**src/rtl/wave_display_multi.sv**
```systemverilog
// Multi-channel waveform renderer: maps (x, y) into per-channel sample RAM reads and draws
// connected traces, two pipeline stages deep. Define WAVE_GRID_EN to add a background grid.
module wave_display_multi #(
  parameter int NUM_CH   = 2,
  parameter int SAMPLE_W = 8,
  parameter int ADDR_W   = 9,
  parameter int X_START  = 256,
  parameter int Y_START  = 0,
  parameter logic [NUM_CH*24-1:0] CH_COLORS = {24'h00FF00, 24'hFFFFFF}
) (
  input  logic                         clk,
  input  logic                         reset,
  input  logic [10:0]                  x,
  input  logic [9:0]                   y,
  input  logic                         valid,
  input  logic                         read_index,
  input  logic [NUM_CH-1:0]            ch_en,
  input  logic [NUM_CH*SAMPLE_W-1:0]   read_value,
  output logic [ADDR_W-1:0]            read_address,
  output logic                         valid_pixel,
  output logic [7:0]                   r,
  output logic [7:0]                   g,
  output logic [7:0]                   b
);

  localparam int COL_W = ADDR_W - 1;
  localparam logic [11:0] X_LO   = 12'(X_START);
  localparam logic [11:0] X_HI   = 12'(X_START + (1 << ADDR_W));
  localparam logic [10:0] X_LO11 = 11'(X_START);
  localparam logic [10:0] Y_LO   = 11'(Y_START);
  localparam logic [10:0] Y_HI   = 11'(Y_START + (1 << (SAMPLE_W + 1)));
  localparam logic [9:0]  Y_LO10 = 10'(Y_START);

  // Offset binary with the sign bit kept: largest positive sample maps to code 0 (top row).
  function automatic logic [SAMPLE_W-1:0] to_code(input logic signed [SAMPLE_W-1:0] s);
    return {s[SAMPLE_W-1], ~s[SAMPLE_W-2:0]};
  endfunction

  logic               in_x;
  logic               in_y;
  logic               in_win;
  logic [COL_W-1:0]   col;
  logic [SAMPLE_W-1:0] row;
  logic               idx_q;

  // ---- stage 0: window test and RAM address ----
  always_comb begin
    in_x   = ({1'b0, x} >= X_LO) && ({1'b0, x} < X_HI);
    in_y   = ({1'b0, y} >= Y_LO) && ({1'b0, y} < Y_HI);
    in_win = valid && in_x && in_y;
    col    = in_x ? COL_W'((x - X_LO11) >> 1) : '0;
    row    = in_y ? SAMPLE_W'((y - Y_LO10) >> 1) : '0;
  end

  assign read_address = {idx_q, col};

  always_ff @(posedge clk or posedge reset) begin
    if (reset) begin
      idx_q <= 1'b0;
    end else if (valid && (x == 11'd0) && (y == 10'd0)) begin
      idx_q <= read_index;
    end
  end

  // ---- stage 1: sample arrives, trace state and hit test ----
  logic                vld_p1;
  logic                in_win_p1;
  logic [COL_W-1:0]    col_p1;
  logic [SAMPLE_W-1:0] row_p1;
`ifdef WAVE_GRID_EN
  logic [5:0]          gx_p1;
`endif

  always_ff @(posedge clk or posedge reset) begin
    if (reset) begin
      vld_p1    <= 1'b0;
      in_win_p1 <= 1'b0;
    end else begin
      vld_p1    <= valid;
      in_win_p1 <= in_win;
    end
  end

  always_ff @(posedge clk) begin
    col_p1 <= col;
    row_p1 <= row;
`ifdef WAVE_GRID_EN
    gx_p1  <= 6'(x - X_LO11);
`endif
  end

  logic [SAMPLE_W-1:0] cur_s  [NUM_CH];
  logic [SAMPLE_W-1:0] prev_s [NUM_CH];
  logic [SAMPLE_W-1:0] code   [NUM_CH];
  logic [SAMPLE_W-1:0] cur_n  [NUM_CH];
  logic [SAMPLE_W-1:0] prev_n [NUM_CH];
  logic [COL_W-1:0]    last_col;
  logic                was_in;
  logic                upd;
  logic [NUM_CH-1:0]   hit;
  logic [SAMPLE_W-1:0] lo;
  logic [SAMPLE_W-1:0] hi;

  always_comb begin
    upd = in_win_p1 && (!was_in || (col_p1 != last_col));
    hit = '0;
    lo  = '0;
    hi  = '0;
    for (int c = 0; c < NUM_CH; c++) begin
      code[c]   = to_code($signed(read_value[c*SAMPLE_W +: SAMPLE_W]));
      // Column 0 restarts the trace so it does not join the previous scanline's last sample.
      prev_n[c] = upd ? ((col_p1 == '0) ? code[c] : cur_s[c]) : prev_s[c];
      cur_n[c]  = upd ? code[c] : cur_s[c];
      lo        = (prev_n[c] < code[c]) ? prev_n[c] : code[c];
      hi        = (prev_n[c] < code[c]) ? code[c] : prev_n[c];
      hit[c]    = ch_en[c] && in_win_p1 && (row_p1 >= lo) && (row_p1 <= hi);
    end
  end

  always_ff @(posedge clk or posedge reset) begin
    if (reset) begin
      for (int c = 0; c < NUM_CH; c++) begin
        cur_s[c]  <= '0;
        prev_s[c] <= '0;
      end
      was_in   <= 1'b0;
      last_col <= '0;
    end else begin
      for (int c = 0; c < NUM_CH; c++) begin
        cur_s[c]  <= cur_n[c];
        prev_s[c] <= prev_n[c];
      end
      if (in_win_p1) begin
        was_in   <= 1'b1;
        last_col <= col_p1;
      end else if (vld_p1) begin
        was_in   <= 1'b0;
      end
    end
  end

  // ---- stage 2: colour select and registered outputs ----
  logic        pix_n;
  logic [23:0] rgb_n;

  always_comb begin
    pix_n = |hit;
    rgb_n = 24'h000000;
    for (int c = NUM_CH - 1; c >= 0; c--) begin
      if (hit[c]) rgb_n = CH_COLORS[c*24 +: 24];
    end
`ifdef WAVE_GRID_EN
    if (!pix_n && in_win_p1 &&
        ((row_p1 == SAMPLE_W'(1 << (SAMPLE_W - 1))) || (gx_p1 == 6'd0))) begin
      pix_n = 1'b1;
      rgb_n = 24'h404040;
    end
`endif
  end

  always_ff @(posedge clk or posedge reset) begin
    if (reset) begin
      valid_pixel <= 1'b0;
      r           <= 8'd0;
      g           <= 8'd0;
      b           <= 8'd0;
    end else begin
      valid_pixel <= pix_n;
      {r, g, b}   <= rgb_n;
    end
  end

endmodule

```
**config.mk**
```make
export PLATFORM = sky130hd
export DESIGN_NAME = wave_display_multi
export DESIGN_NICKNAME = d
export VERILOG_FILES = /design/src/rtl/wave_display_multi.sv
export SDC_FILE = /design/constraint.sdc
export NUM_CORES = 1
export LEC_CHECK = 0
export ABC_AREA = 1
export CELL_PAD_IN_SITES_DETAIL_PLACEMENT = 1
export CELL_PAD_IN_SITES_GLOBAL_PLACEMENT = 2
export CORE_MARGIN = 2
export CORE_UTILIZATION = 27
export CTS_CLUSTER_SIZE = 28
export DETAILED_ROUTE_END_ITERATION = 10
export GPL_TIMING_DRIVEN = 0
export PLACE_DENSITY = 0.76
export SETUP_SLACK_MARGIN = 0.15
export SLEW_MARGIN = 20
export SYNTH_ARGS = -nofsm -noshare
export SYNTH_HDL_FRONTEND = slang
export SYNTH_SLANG_ARGS = --single-unit
```
**constraint.sdc**
```tcl
create_clock -name clk -period 3.4 [get_ports clk]
set_input_delay 0.51 -clock clk [delete_from_list [all_inputs] [get_ports clk]]
set_output_delay 0.51 -clock clk [all_outputs]
set_load 0.05 [all_outputs]
```
After elaboration in Yosys (flattened, before gate mapping):

Cells that the tools add are included.

* register bits after elaboration: 85
* word-level logic and storage cells: 60

* add/sub/neg operators: 1
* $lt $le $gt $ge: 9
* equal/unequal tests: 1
* multiplexer cells: 13
* bitwise operators: 2
* reductions and logical operators: 19

Operators by type and width (count)
* 2-to-1 mux 8 bit: 9
* 2-to-1 mux 24 bit: 1
* greater-or-equal comparator 8 bit: 2
* <= comparator 8 bit: 2
* < comparator 8 bit: 2
* 2-to-1 mux 16 bit: 1
* NOT 7 bit: 2
* logical AND 1 bit: 12
* greater-or-equal comparator 11 x 9 -> 1 bit, second input constant: 1
* zero test 11 bit: 1
* < comparator 11 x 10 -> 1 bit, second input constant: 1
* zero test 10 bit: 1
* < comparator 10 bit, second input constant: 1
* subtractor 9 bit, second input constant: 1
* zero test 8 bit: 1
* != test 8 bit: 1
* 2-to-1 mux 1 bit: 2
* nonzero test 2 bit: 1
* OR reduction 2 bit: 1
* zero test 1 bit: 1
* logical OR 1 bit: 1

Logic depth before layout (Yosys ltp):

* word-level depth: 11
* gate-level depth with buffers: 30

Worst setup path before layout:

OpenSTA, ideal clock, no wires.

* path kind: register to register
* start point: register col_p1[1]
* end point: register g[6]
* library setup time: 0.120 ns
* data arrival time: 3.584 ns
* required time: 3.280 ns
* setup slack: -0.304 ns
* cell stages (with the launch flop): 24
* path buffers: 3
* cell sequence: dfxtp_1 > nor2_1 > nand3_1 > nor2_2 > buf_4 > buf_2 > o21ai_0 > o21ai_0 > ha_1 > a21oi_1 > nor2_1 > a211oi_2 > clkbuf_1 > nand3_1 > nand2_1 > ha_1 > a21boi_0 > o21a_1 > o21ai_0 > a21oi_1 > nor2_1 > o21ai_0 > nand4_1 > nand2_1

RTL lines
* start, declared: RTL line 68 `logic [COL_W-1:0] col_p1;`
* start signal, assigned: RTL line 85 `col_p1 <= col;`
* end signal, assigned: RTL line 169 `{r, g, b} <= rgb_n;`
* end, declared: RTL line 22 `output logic [7:0] g,`

==> metrics.txt <==
run status=finished, violations left; violated checks=negative setup slack; initial antenna violation count=0; FF+latch count, synth=62; synthesized instance count=564; Final Cycle Share=110.0%; DP HPWL=10030 µm; RSZ-0062 raised after global routing=yes; number of global-route vias before repair=4438; Worst Hold Class=reg -> reg; drt total wl=14080 µm; Fin. Hold Viols=0; # diodes=0; Rows=45; H-tree depth=3; Routed Antenna Nets=0; Seq/Total Area, Yosys=35.18%; CTS Hold Bufs=0; final non-filler cell total=891; Least-Margin Pin Slew=643.0 ps; Die Y=128.5 µm; leakage=0.003109 µW; Vias/cell=4.640; area grow syn2layout=51.18%; Synth Net Count=653; DRT Pass-1 Iters=6; Worst EP required=3610 ps; min-delay src=vld_p1; CP Launch Point=last_col[5]; Critical Path Max Stage Delay=380 ps; most frequent cells in the layout=nand2_1, clkdlybuf4s50_1, buf_4; Mean Syn Cell Area=7.416 µm²; Crit Path Max Fanout=8; commonest non-fill, non-tap cell in the layout=nand2_1; Hold Path Stages=1; Comb pwr share=50.2%; PD cells=565.9 nW/µm²; CTS buffer count=9; Reg clk slew, reported paths=50 ps; Final Setup Violations=2; synthesized area=4183 µm²; Die Wd=128.5 µm; skew final=5.914 ps; clk sink count=62; sw frac=39.29%; Net Sw Power=1406 µW; Clock Latency Late Sink=330 ps; Power Internal=2172 µW; Worst Reg-to-Reg Cells=29; core footprint=15150 µm²; crit path DAT=3950 ps; TritonCTS clock tree=done; largest net degree at the start of global routing=32; Initial DRC Count=151; GP Congestion=0.8106; CTS max path bufs=2; initial core utilization=27.62%; YS warnings=0; Slew Viols, Final=0; Slew headroom=57.14%; Seq pwr share=26.1%; CP Launch Type=register; clock power share=23.7%; Congestion Overflow GR=0; drt drc=0; All-Layer GR Usage=17.59%; Tot Pwr=3578 µW; Final WS setup=-339.6 ps; Crit Path Category=reg -> reg; I/O Pins=77; maximum VDD drop=0.2271 mV; final-stage net count=787; share of the synthesized area in the top cell type=27.52%; main area contributors after synthesis=dfrtp_1, nand2_1, ha_1; DP Cell Count=828; Max Cap Violations=0; Slowest-stage cell, CP=dfrtp_1; DIE AREA=16500 µm²; Buffers on Ports=75; synth unique cells=34; first-pass GRT wire length=22640 µm; Post-Layout Inst Area=6324 µm²; fmax=0.2674 GHz; cell taking the most area after synthesis=dfrtp_1; total number of vias=4134; clk root buf=clkbuf_16; worst r2r src=last_col[5]; routed len/inst=15.80 µm; setup TNS=-675.1 ps; critical path endpoint category=register; Final Critical Period=3740 ps; share of layout cells above drive strength 1=25.32%; placed cell areas=5258 µm²; hold slack final=431.2 ps
## final timing paths
kind	end	slack (ps)
setup / recovery	b[6]	-340
setup reg to reg	b[6]	-340
hold / removal	was_in	430
hold reg to reg	was_in	430
min in group asynchronous	prev_s[0]	500
max in group asynchronous	prev_s[14]	2370
## layer usage
metal  up-vias  routed length, µm  track usage [%]
met5         -                  0                0
met1      1968               6528            22.42
met4         0                121            4.848
met2        83               6891            30.48
met3        10                535            3.326
li1       2073                  -                -
## worst max-delay path: cells and delay by family, from the launching register on
family / cells / cell delay (ps)
adders and majority gates: 2 / 400
DFF: 1 / 380
AOI/OAI and AO/OA: 8 / 1120
buffers and inverters: 7 / 790
and+or+nand+nor: 12 / 930
## per-stage QoR
| stage | util (%) | setup slack, ps |
|---|---|---|
| after floorplan | - | -35.81 |
| after CTS | 40.26 | -314.8 |
| final | 41.75 | -339.6 |
| after global routing | 41.75 | -568.1 |
| after global placement | 34.58 | -934.6 |
| after detailed placement | 34.71 | -956.0 |
## logic make-up after synthesis
family,after synthesis,synth area share [%]
AND/OR/NAND/NOR,256,25.90
XOR/XNOR,2,0.4189
multiplexers,3,0.7777
buffers and inverters,106,12.26
adder cells (fa/ha/maj),46,13.76
flip-flops,62,35.18
AO/OA/AOI/OAI,89,11.70
## area by class of cell
| type | instances | area [µm²] |
|---|---|---|
| repair buffers | 122 | 1135 |
| plain buffers | 42 | 384.1 |
| inverters | 64 | 240.2 |
| well taps | 188 | 235.2 |
| clock inverters | 6 | 37.54 |
| clock buffers | 10 | 239.0 |
| fillers | 1797 | 8822 |
| flip-flops and latches | 62 | 1479 |
| multi-input cells | 397 | 2574 |
## state kept, by name, summed over array words and instances, names as in the netlist
signal and count:
vld_p1 1, row_p1 8, col_p1 8, g 1
cur_s 16, prev_s 16, was_in 1, last_col 8
in_win_p1 1, idx_q 1, b 1
## power groups by stage
stage	Sequential (µW)	Combinational, µW	Clock [µW]
finish	934	1800	847
detailed placement	934	1350	0
floorplan	916	974	0
global route	949	2020	899
global placement	927	1280	0
CTS	929	1650	873
## synth_stat cells (all sizes together)
cell / count
clkbuf: 9
ha: 46
nand3: 40
a21oi: 19
inv: 64
nand2: 175
o21ai: 58
a21boi: 1
a211oi: 3
mux2: 2
nand4: 5
a32oi: 1
nor4: 3
buf: 33
o21bai: 1
dfxtp: 16
a21o: 1
o21a: 1
mux2i: 1
o211ai: 2
xnor2: 2
dfrtp: 46
nor2: 32
or3: 1
o41ai: 2
## repair_timing
action,CTS,global route
resized for setup,70,36
pin swaps,37,33
gates cloned,3,0
endpoints found under the setup margin,2,2
hold endpoints to repair,0,0
setup buffers,33,11
No activity file was read; power rests on OpenSTA's default activity.
